==> src/rtl/free_list.sv <==
// ---------------------------------------------------------------------------
// free_list -- circular FIFO of free integer physical registers (PRF indices)
//
// Sits directly upstream of the register alias table. Each cycle it grants up
// to WIDTH fresh PRF indices to the rename slots that write rd (all or
// nothing), accepts up to WIDTH stale indices released at retire, and keeps
// one head-pointer snapshot per checkpoint slot so branch recovery hands
// speculatively allocated registers back to the list.
//
// Ports
//   clock        in   rising-edge clock
//   reset        in   synchronous, active-high reset
//   alloc_req    in   [WIDTH]      slot i needs a new rd PRF
//   alloc_grant  out  1            comb: every requesting slot is served
//   alloc_prf    out  [WIDTH*IW]   comb: PRF index per slot, 0 when not requested
//   free_valid   in   [WIDTH]      slot i releases free_prf[i]
//   free_prf     in   [WIDTH*IW]   released PRF indices
//   cp_take      in   1            snapshot post-allocation head into cp_idx
//   cp_idx       in   [CW]         checkpoint slot written by cp_take
//   recover      in   1            restore head from recover_idx
//   recover_idx  in   [CW]         checkpoint slot to restore
//   free_count   out  [IW+1]       registered number of free entries
//   dup_err      out  1            registered sticky duplicate-free flag
//
// Build option
//   FREE_LIST_DUP_CHECK_EN  when defined, a free_map tracks which indices sit
//                           in the list; releasing an index already free (or
//                           index 0) is dropped and sets dup_err until reset.
//                           When undefined every release is accepted and
//                           dup_err is tied low.
// ---------------------------------------------------------------------------

// Watches the release path for overflow, which upstream must never cause.
module free_list_checker #(
    parameter int PW       = 7,
    parameter int PRF_SIZE = 64
) (
    input logic          clock,
    input logic          reset,
    input logic [PW-1:0] count,
    input logic [PW-1:0] incoming
);
    localparam logic [PW:0] LIMIT = (PW+1)'(PRF_SIZE);

    a_no_overflow: assert property (
        @(posedge clock) disable iff (reset)
        (({1'b0, count} + {1'b0, incoming}) <= LIMIT)
    );
endmodule

module free_list #(
    parameter int PRF_SIZE = 64,
    parameter int ARF_SIZE = 32,
    parameter int WIDTH    = 4,
    parameter int CP_SIZE  = 4,
    localparam int IW      = $clog2(PRF_SIZE),
    localparam int DEPTH   = PRF_SIZE,
    localparam int PW      = $clog2(DEPTH) + 1,
    localparam int CW      = $clog2(CP_SIZE)
) (
    input  logic                clock,
    input  logic                reset,
    input  logic [WIDTH-1:0]    alloc_req,
    output logic                alloc_grant,
    output logic [WIDTH*IW-1:0] alloc_prf,
    input  logic [WIDTH-1:0]    free_valid,
    input  logic [WIDTH*IW-1:0] free_prf,
    input  logic                cp_take,
    input  logic [CW-1:0]       cp_idx,
    input  logic                recover,
    input  logic [CW-1:0]       recover_idx,
    output logic [IW:0]         free_count,
    output logic                dup_err
);
    localparam int            INIT_FREE = PRF_SIZE - ARF_SIZE;
    localparam logic [PW-1:0] PTR_ONE   = {{(PW-1){1'b0}}, 1'b1};

    function automatic logic [PW-1:0] popcount(input logic [WIDTH-1:0] bits);
        logic [PW-1:0] total;
        total = {PW{1'b0}};
        for (int i = 0; i < WIDTH; i++) begin
            total = total + {{(PW-1){1'b0}}, bits[i]};
        end
        return total;
    endfunction

    logic [IW-1:0]       mem_r [DEPTH];
    logic [PW-1:0]       head_r;
    logic [PW-1:0]       tail_r;
    logic [PW-1:0]       cp_r [CP_SIZE];
    logic [PW-1:0]       free_count_r;

    logic [PW-1:0]       count_s;
    logic [PW-1:0]       n_s;
    logic [PW-1:0]       m_s;
    logic [PW-1:0]       head_next_s;
    logic [PW-1:0]       tail_next_s;
    logic                alloc_grant_s;
    logic [WIDTH*IW-1:0] alloc_prf_s;
    logic [WIDTH-1:0]    accept_s;
    logic [IW-1:0]       wr_data_s [WIDTH];
    logic [PW-2:0]       wr_addr_s [WIDTH];

`ifdef FREE_LIST_DUP_CHECK_EN
    localparam logic [PRF_SIZE-1:0] INIT_MAP = {PRF_SIZE{1'b1}} << ARF_SIZE;

    logic [PRF_SIZE-1:0] free_map_r;
    logic [PRF_SIZE-1:0] free_map_seen_s;
    logic [PRF_SIZE-1:0] free_map_next_s;
    logic                dup_s;
    logic                dup_err_r;
`endif

    // Grant decision and slot-ordered, compacted read-out from the head window
    always_comb begin
        logic [PW-1:0] offset_v;
        logic [PW-1:0] rd_ptr_v;
        count_s       = tail_r - head_r;
        n_s           = popcount(alloc_req);
        alloc_grant_s = (n_s <= count_s) && !recover;
        alloc_prf_s   = {(WIDTH*IW){1'b0}};
        offset_v      = {PW{1'b0}};
        rd_ptr_v      = head_r;
        for (int i = 0; i < WIDTH; i++) begin
            rd_ptr_v = head_r + offset_v;
            if (alloc_req[i]) begin
                alloc_prf_s[i*IW +: IW] = mem_r[rd_ptr_v[PW-2:0]];
                offset_v                = offset_v + PTR_ONE;
            end else begin
                alloc_prf_s[i*IW +: IW] = {IW{1'b0}};
            end
        end
    end

    // Next head: recovery overrides allocation
    always_comb begin
        if (recover) begin
            head_next_s = cp_r[recover_idx];
        end else if (alloc_grant_s) begin
            head_next_s = head_r + n_s;
        end else begin
            head_next_s = head_r;
        end
    end

    // Filter releases and compact the accepted ones onto tail, tail+1, ...
    always_comb begin
        logic [PW-1:0] wr_ptr_v;
        logic [IW-1:0] idx_v;
        accept_s = {WIDTH{1'b0}};
        wr_ptr_v = tail_r;
`ifdef FREE_LIST_DUP_CHECK_EN
        dup_s           = 1'b0;
        free_map_seen_s = free_map_r;
`endif
        for (int i = 0; i < WIDTH; i++) begin
            idx_v        = free_prf[i*IW +: IW];
            wr_data_s[i] = idx_v;
            wr_addr_s[i] = wr_ptr_v[PW-2:0];
`ifdef FREE_LIST_DUP_CHECK_EN
            // Earlier slots of the same group count as already free.
            if (free_valid[i] && (idx_v != {IW{1'b0}}) && !free_map_seen_s[idx_v]) begin
                accept_s[i]            = 1'b1;
                free_map_seen_s[idx_v] = 1'b1;
            end else begin
                dup_s = dup_s | free_valid[i];
            end
`else
            accept_s[i] = free_valid[i];
`endif
            if (accept_s[i]) begin
                wr_ptr_v = wr_ptr_v + PTR_ONE;
            end else begin
                wr_ptr_v = wr_ptr_v;
            end
        end
        m_s         = popcount(accept_s);
        tail_next_s = tail_r + m_s;
    end

`ifdef FREE_LIST_DUP_CHECK_EN
    // Free-map upkeep: granted entries leave, recovered window comes back
    always_comb begin
        logic [PW-1:0] span_v;
        logic [PW-1:0] ptr_v;
        free_map_next_s = free_map_seen_s;
        span_v          = head_r - head_next_s;
        ptr_v           = head_r;
        for (int k = 0; k < WIDTH; k++) begin
            ptr_v = head_r + PW'(k);
            if (alloc_grant_s && (PW'(k) < n_s)) begin
                free_map_next_s[mem_r[ptr_v[PW-2:0]]] = 1'b0;
            end else begin
                free_map_next_s = free_map_next_s;
            end
        end
        for (int k = 0; k < DEPTH; k++) begin
            ptr_v = head_next_s + PW'(k);
            if (recover && (PW'(k) < span_v)) begin
                free_map_next_s[mem_r[ptr_v[PW-2:0]]] = 1'b1;
            end else begin
                free_map_next_s = free_map_next_s;
            end
        end
    end

    // Free-map and sticky duplicate flag registers
    always_ff @(posedge clock) begin
        if (reset) begin
            free_map_r <= INIT_MAP;
            dup_err_r  <= 1'b0;
        end else begin
            free_map_r <= free_map_next_s;
            dup_err_r  <= dup_err_r | dup_s;
        end
    end

    assign dup_err = dup_err_r;
`else
    assign dup_err = 1'b0;
`endif

    // Pointers, storage, checkpoints and registered occupancy
    always_ff @(posedge clock) begin
        if (reset) begin
            head_r       <= {PW{1'b0}};
            tail_r       <= PW'(INIT_FREE);
            free_count_r <= PW'(INIT_FREE);
            for (int k = 0; k < INIT_FREE; k++) begin
                mem_r[k] <= IW'(ARF_SIZE + k);
            end
            for (int c = 0; c < CP_SIZE; c++) begin
                cp_r[c] <= {PW{1'b0}};
            end
        end else begin
            head_r       <= head_next_s;
            tail_r       <= tail_next_s;
            free_count_r <= tail_next_s - head_next_s;
            for (int i = 0; i < WIDTH; i++) begin
                if (accept_s[i]) begin
                    mem_r[wr_addr_s[i]] <= wr_data_s[i];
                end
            end
            // A snapshot taken alongside a recovery is dropped.
            if (cp_take && !recover) begin
                cp_r[cp_idx] <= head_next_s;
            end
        end
    end

    assign alloc_grant = alloc_grant_s;
    assign alloc_prf   = alloc_prf_s;
    assign free_count  = free_count_r;

    free_list_checker #(.PW(PW), .PRF_SIZE(PRF_SIZE)) u_checker (
        .clock    (clock),
        .reset    (reset),
        .count    (count_s),
        .incoming (m_s)
    );
endmodule

==> config.mk <==
export PLATFORM = sky130hd
export DESIGN_NAME = free_list
export DESIGN_NICKNAME = d
export VERILOG_FILES = /design/src/rtl/free_list.sv
export SDC_FILE = /design/constraint.sdc
export NUM_CORES = 2
export LEC_CHECK = 0
export BUFFER_PORTS_ARGS = -buffer_cell sky130_fd_sc_hd__buf_4
export CELL_PAD_IN_SITES_DETAIL_PLACEMENT = 1
export CELL_PAD_IN_SITES_GLOBAL_PLACEMENT = 2
export CORE_ASPECT_RATIO = 1.2
export CORE_MARGIN = 5
export CORE_UTILIZATION = 44
export CTS_CLUSTER_SIZE = 8
export DETAILED_ROUTE_END_ITERATION = 10
export PLACE_DENSITY_LB_ADDON = 0.2
export SKIP_LAST_GASP = 1
export SLEW_MARGIN = 20
export SYNTH_ARGS = -nofsm -noshare
export SYNTH_HDL_FRONTEND = slang
export SYNTH_SLANG_ARGS = --single-unit
==> constraint.sdc <==
create_clock -name clock -period 6.1 [get_ports clock]
set_clock_uncertainty 0.2 [all_clocks]
set_input_delay 0.305 -clock clock [delete_from_list [all_inputs] [get_ports clock]]
set_output_delay 0.305 -clock clock [all_outputs]
set_load 0.005 [all_outputs]
; Word level (Yosys, flattened, before mapping)
; Memory sizes are Yosys's and may differ from the RTL's. A register that Yosys moved wholly into a read port is not among the register bits.
; Index checks and enable logic that the tools add are counted.
[op_classes]
n_addsub = 18
multipliers = 0
div_mod_pow = 0
n_lt_le_gt_ge = 1
n_eq_ne = 0
n_shift = 0
mux = 45
bitwise_logic = 0
reduce_logical = 8
[op_table]
columns = operator, count
row1 = $mux W6, 18
row2 = $add A6 B1 Y6 const B, 4
row3 = $reduce_or A6 Y1, 4
row4 = $mux W1, 23
row5 = $mux W7, 3
row6 = $add A6 B6 Y6, 3
row7 = $add A7 B4 Y7, 2
row8 = $sub A7 B7 Y7, 2
row9 = $add A3 B1 Y4, 2
row10 = $le A4 B7 Y1, 1
row11 = $reduce_or A7 Y1, 1
row12 = $add A2 B1 Y3, 2
row13 = $add A1 B1 Y2, 2
row14 = $add A1 B1 Y2 const B, 1
row15 = $logic_and A1 B1 Y1, 2
row16 = $mux W2, 1
row17 = $logic_not A1 Y1, 1
[word_totals]
register_bits = 21
latchBits = 0
ramBits = 412
mem_bits_ro = 0
input_bits = 40
out_inout_bits = 33
word_cells = 77
memories = 2
[memory_table]
columns = name, words, width, read_ports, rd_clocked_by_memory_dff, wr, line_no
row1 = mem_r, 64, 6, 4, 1, 32, 87  ; logic [IW-1:0] mem_r [DEPTH];
row2 = cp_r, 4, 7, 1, 0, 4, 90  ; logic [PW-1:0] cp_r [CP_SIZE];

; Depth between registers and ports, before layout
[depth]
word_depth = 8
ltp_mapped = 23

; Worst setup path before layout
; OpenSTA, ideal clock, no wires.
[synth_path]
kind = reg-to-reg
start = register head_r[1]
end = register free_count_r[6] (netlist: free_count[6])
setup_ns = 0.078
arrival_time_ns = 5.329
required_time_ns = 5.822
setup_slack_ns = 0.494
stages_incl_launch_ff = 24
path_buffers = 4
cell_sequence = dfxtp_1 > clkbuf_1 > clkbuf_1 > clkbuf_1 > inv_1 > fa_1 > xnor2_1 > ha_1 > a31oi_1 > o2111ai_1 > a2111oi_0 > buf_2 > mux2i_1 > nor2_1 > a21oi_1 > inv_1 > ha_1 > fa_1 > nor2b_1 > o21ai_0 > nand2b_1 > o211ai_1 > and3b_1 > nor3_1
[synth_via]
elab_chain_cells = 6
elab_cells_between_ends = 7
cone_classes = add/sub: 3 / order compare: 1 / mux: 2 / reduce/logical: 1
[synth_lines]
columns = item, line_no
row1 = start: declaration, 88  ; logic [PW-1:0] head_r;
row2 = start signal: assignment, 226  ; head_r <= {PW{1'b0}};
row3 = start signal: assignment, 236  ; head_r <= head_next_s;
row4 = $sub A7 B7 Y7, 118  ; count_s = tail_r - head_r;
row5 = $le A4 B7 Y1, 120  ; alloc_grant_s = (n_s <= count_s) && !recover;
row6 = $logic_and A1 B1 Y1, 120
row7 = $mux W7, 139  ; end else if (alloc_grant_s) begin
row8 = $mux W7, 137  ; if (recover) begin
row9 = named net head_next_s[0], 96  ; logic [PW-1:0] head_next_s;
row10 = $sub A7 B7 Y7, 238  ; free_count_r <= tail_next_s - head_next_s;
row11 = end signal: assignment, 228  ; free_count_r <= PW'(INIT_FREE);
row12 = end signal: assignment, 238
row13 = end: declaration, 91  ; logic [PW-1:0] free_count_r;
; The timed path passes the listed nets, and every way through them passes these cells.
; A chain may end at the register's enable or synchronous reset.

; Worst setup path in the final report
[layout_path]
start = input alloc_req[1]
end = output alloc_prf[23]
[layout_via]
elab_chain_cells = 6
[layout_lines]
columns = item, line_no
row1 = start: declaration, 63  ; input logic [WIDTH-1:0] alloc_req,
row2 = $mux W6 *, 126  ; if (alloc_req[i]) begin
row3 = $add A6 B1 Y6, 128  ; offset_v = offset_v + PTR_ONE;
row4 = $mux W6 *, 126
row5 = $add A6 B6 Y6 *, 125  ; rd_ptr_v = head_r + offset_v;
row6 = $mem_v2 Z64 W6 *, -
row7 = $mux W6 *, 126
row8 = end: declaration, 65  ; output logic [WIDTH*IW-1:0] alloc_prf,
; Every way passes the cells marked *; elsewhere a longest branch is shown, timed or not.

==> flow_metrics.py <==
metrics = {
    "finish": {
        "final_layout_size_suffix_gt1_share_pct": 24.5,
        "most-common-layout-cells": "549 x nand2_1, 493 x mux4_2, 412 x edfxtp_1",
        "area_growth_pct": 9.03,
        "mostFrequentLayoutCell": "nand2_1",
        "final_net_count": 3975,
    },
    "logic_synthesis": {
        "post_synth_num_cell_types": 85,
        "synth-compound-area-share_pct": 12.2,
        "netlist_instances": 4033,
        "syn_area_per_cell_um2": 10.3,
        "largest_family_of_logic_cells_by_synthesized_area": "multiplexers",
        "yosys-mux-area-fraction_pct": 35.5,
        "synth-edff-count": 412,
        "synth_adder_area_share_pct": 1.45,
        "synth.yosys.seq_area_share_pct": 30.8,
        "ys.warnings.count": 0,
        "synth-async-reset-ratio_pct": 0,
        "synth.cell_area_mm2": 0.0415,
        "mappedNetlistNets": 4115,
        "synth_seq_cells": 433,
        "synth_xor_area_share_pct": 1.26,
        "synth_simple_gate_area_share_pct": 14.4,
        "synth_top_flop_cell": "edfxtp_1",
    },
    "timing": {
        "layout_worst_path_cycle_share_pct": 88.6,
        "timing.setup.tns_ns": 0,
        "relSlewSlack_pct": 15.7,
        "max_freq_mhz": 185,
        "rsz0062_at_grt": "false",
        "period_minus_slack_ns": 5.41,
        "timing_worst_slew_pin_value_ns": 1.26,
        "setup-violations-final": 0,
        "timing_max_transition_violations_final": 0,
        "hold_violations": 0,
        "post-route-worst-setup-slack_ns": 0.693,
    },
    "routing": {
        "num_vias": 39500,
        "post_drt_via_cell_ratio": 7.64,
        "drt-pass1-iter-count": 8,
        "routedWlPerCell_um": 42.5,
        "wirelength_mm": 220,
        "detail_route.drc_violations": 0,
        "antenna_left": 0,
        "detailedRoute.firstIterationViolations": 6323,
    },
    "clock_network": {
        "cts.root.buffer_cell": "clkbuf_16",
        "cts_made_buffers": 61,
        "clkSinkCount": 433,
        "clock_latency_of_the_later_clocked_register_in_the_worst_skew_pair_ns": 0.67,
        "postCtsSetupRepairBufs": 0,
        "path_clk_slew_ns": 0.06,
        "tritoncts": "done",
        "cts_buffer_depth": 3,
        "htreeDepth": 2,
    },
    "setup_path": {
        "rrSetupSlack_ns": 0.84,
        "timing.critical_path.required_ns": 5.59,
        "timing.critical_path.fanout_max": 37,
        "reg2reg_to": "mem_r[33][5]",
        "slowest_delay_ns": 1.13,
        "cp_data_arrival_time_ns": 4.90,
        "timing.critical_path.from_type": "primary input",
        "critical_path.cell_chain": "buf_4, inv_1, ha_1, xor2_1, ha_4, inv_1, fa_4, buf_12, mux4_2, mux4_2, mux2i_1, nand2_1, and3_1, buf_4",
        "worstSetupStartpoint": "alloc_req[1]",
        "crit_path_top_delay_cell": "fa_4",
        "crit_path_end_kind": "output pin",
        "reg2regPathDepth": 12,
        "worst-setup-path-type": "primary input to output pin",
        "worst_setup_path_endpoint": "alloc_prf[23]",
        "worst_r2r_startpoint": "tail_r[0]",
    },
    "floorplanning": {
        "starting_density_of_the_core_pct": 44.3,
        "fp-row-count": 123,
        "design.core.area_mm2": 0.0937,
        "die_span_y_um": 346,
        "die_width_um": 290,
        "design.die.area_mm2": 0.101,
        "design.portCount": 73,
    },
    "run": {
        "max_cap_violation_count": 0,
    },
    "pwr": {
        "vdd_drop_max_v": 0.000224,
        "powerDensity_mw_per_mm2": 276,
        "p_leak_nw": 15.4,
    },
    "placement": {
        "dpl.hpwl_mm": 154,
        "routabilityCongestion": 1.04,
        "pre_cts_ws_ns": 0.875,
        "port-buffer-count": 71,
    },
    "min_path": {
        "whs_path_depth": 3,
        "worst_hold_check_path_type": "primary input to flip-flop",
    },
    "global_route": {
        "vias_in_the_first_global_route": 38300,
        "grt_max_degree": 99,
        "grt_overflow_total": 0,
        "antenna_found_initial": 13,
        "first_pass_grt_wire_length_mm": 305,
        "grt_util_all_layers_pct": 42.2,
    },
    "run_status": {
        "run_status": "completed",
    },
}
-- layout make-up --
class | instances | area [um^2]
clock inverter | 7 | 80.1
timing repair buffer | 232 | 1910
clock buffer | 77 | 1600
sequential | 433 | 12800
antenna | 8 | 20.0
fill | 10000 | 48500
inverter | 39 | 146
multi-input combinational | 3126 | 27100
tap | 1250 | 1560
-- state kept, by name, summed over array words and instances (netlist names) --
signal	cells
free_count	7
head_r	7
mem_r	384
tail_r	7
cp_r	28
-- synth_stat cells (5+ instances only) --
cell type,n,area [um^2]
o22ai_1,84,526
o21ai_0,292,1460
xor2_1,6,52.6
nor2b_1,13,81.3
mux4_2,493,11100
a311oi_1,8,70.1
fa_1,9,180
buf_1,59,221
nor4_1,11,68.8
dfxtp_1,21,420
and2_1,31,194
nand3_1,215,1080
inv_1,32,120
mux2_1,18,203
o32a_1,11,110
a22oi_1,71,533
and3_1,22,138
a31oi_1,10,62.6
edfxtp_1,412,12400
mux2_2,76,856
o22a_1,9,78.8
nand2b_1,11,68.8
ha_1,33,413
nand3b_1,10,75.1
clkbuf_1,349,1310
a211oi_1,12,90.1
nor3_2,5,50.1
buf_4,5,37.5
xnor2_1,35,307
nor2_4,5,56.3
nor2_1,347,1300
a21oi_1,263,1320
nand2_1,549,2060
o2111ai_1,17,149
o221ai_1,7,61.3
mux2i_1,258,2580
nor3_4,6,97.6
nand2_2,13,81.3
o211ai_1,34,255
buf_2,21,105
or3_1,15,93.8
nor3_1,49,245
-- timing repair --
item | 4_1_cts | 5_1_grt
endpoints found under the hold margin | 13 | 0
hold buffers | 2 | 0
gates resized for setup | 0 | 0
-- worst max-delay path: cells and delay by family --
kind                     cells  cell delay, ns
adder cells (fa/ha/maj)      3            1.63
XOR/XNOR                     1            0.27
AND/OR/NAND/NOR              2            0.36
buffers and inverters        5            0.80
multiplexers                 3            1.47
-- worst min-delay path by stage --
stage                      start            to  slack, ns
floorplan           free_prf[22]  mem_r[48][4]       0.33
global placement       tail_r[6]     tail_r[6]       0.36
detailed placement     tail_r[6]     tail_r[6]       0.40
CTS                 free_prf[16]  mem_r[34][4]       0.02
global route        free_prf[16]  mem_r[34][4]       0.07
finish              free_prf[16]  mem_r[34][4]       0.06
-- stage by stage --
stage | util, % | cells | power, W | hold WS [ns] | area, um^2
6_report | 48.3 | 5172 | 0.0125 | 0.0603 | 45300
5_1_grt | 48.3 | 5164 | 0.0127 | 0.0671 | 45200
4_1_cts | 48.3 | 5164 | 0.0123 | 0.0215 | 45200
3_5_place_dp | 46.5 | 5078 | 0.00911 | 0.404 | 43500
3_3_place_gp | 46.5 | 5078 | 0.00904 | 0.362 | 43500
2_1_floorplan | - | 4033 | 0.00701 | 0.326 | 41500
-- logic make-up (layout without fill, tap and decap cells) --
logic type	Yosys count	in the layout
buffers and inverters	474	355
AOI/OAI and AO/OA	853	853
DFF	433	433
muxes	845	845
adders and majority gates	43	43
xor gates and xnor gates	50	50
and+or+nand+nor	1334	1334
other	1	9
-- routing by layer --
metal  vias up  GRT usage [%]  routed length [um]
li1      15300              -                   -
met1     19800           52.5               74900
met2      3430           63.3               94400
met3       948           12.5               29800
met4         8           29.5               20500
met5         -              0                  59
-- report_power, final --
| part | switching (W) | internal (W) | leakage (nW) |
|---|---|---|---|
| clock | 0.00140 | 0.00184 | 0.817 |
| sequential | 0.000200 | 0.00345 | 3.78 |
| combinational | 0.00329 | 0.00232 | 10.8 |
(Power assumes the default switching activity.)
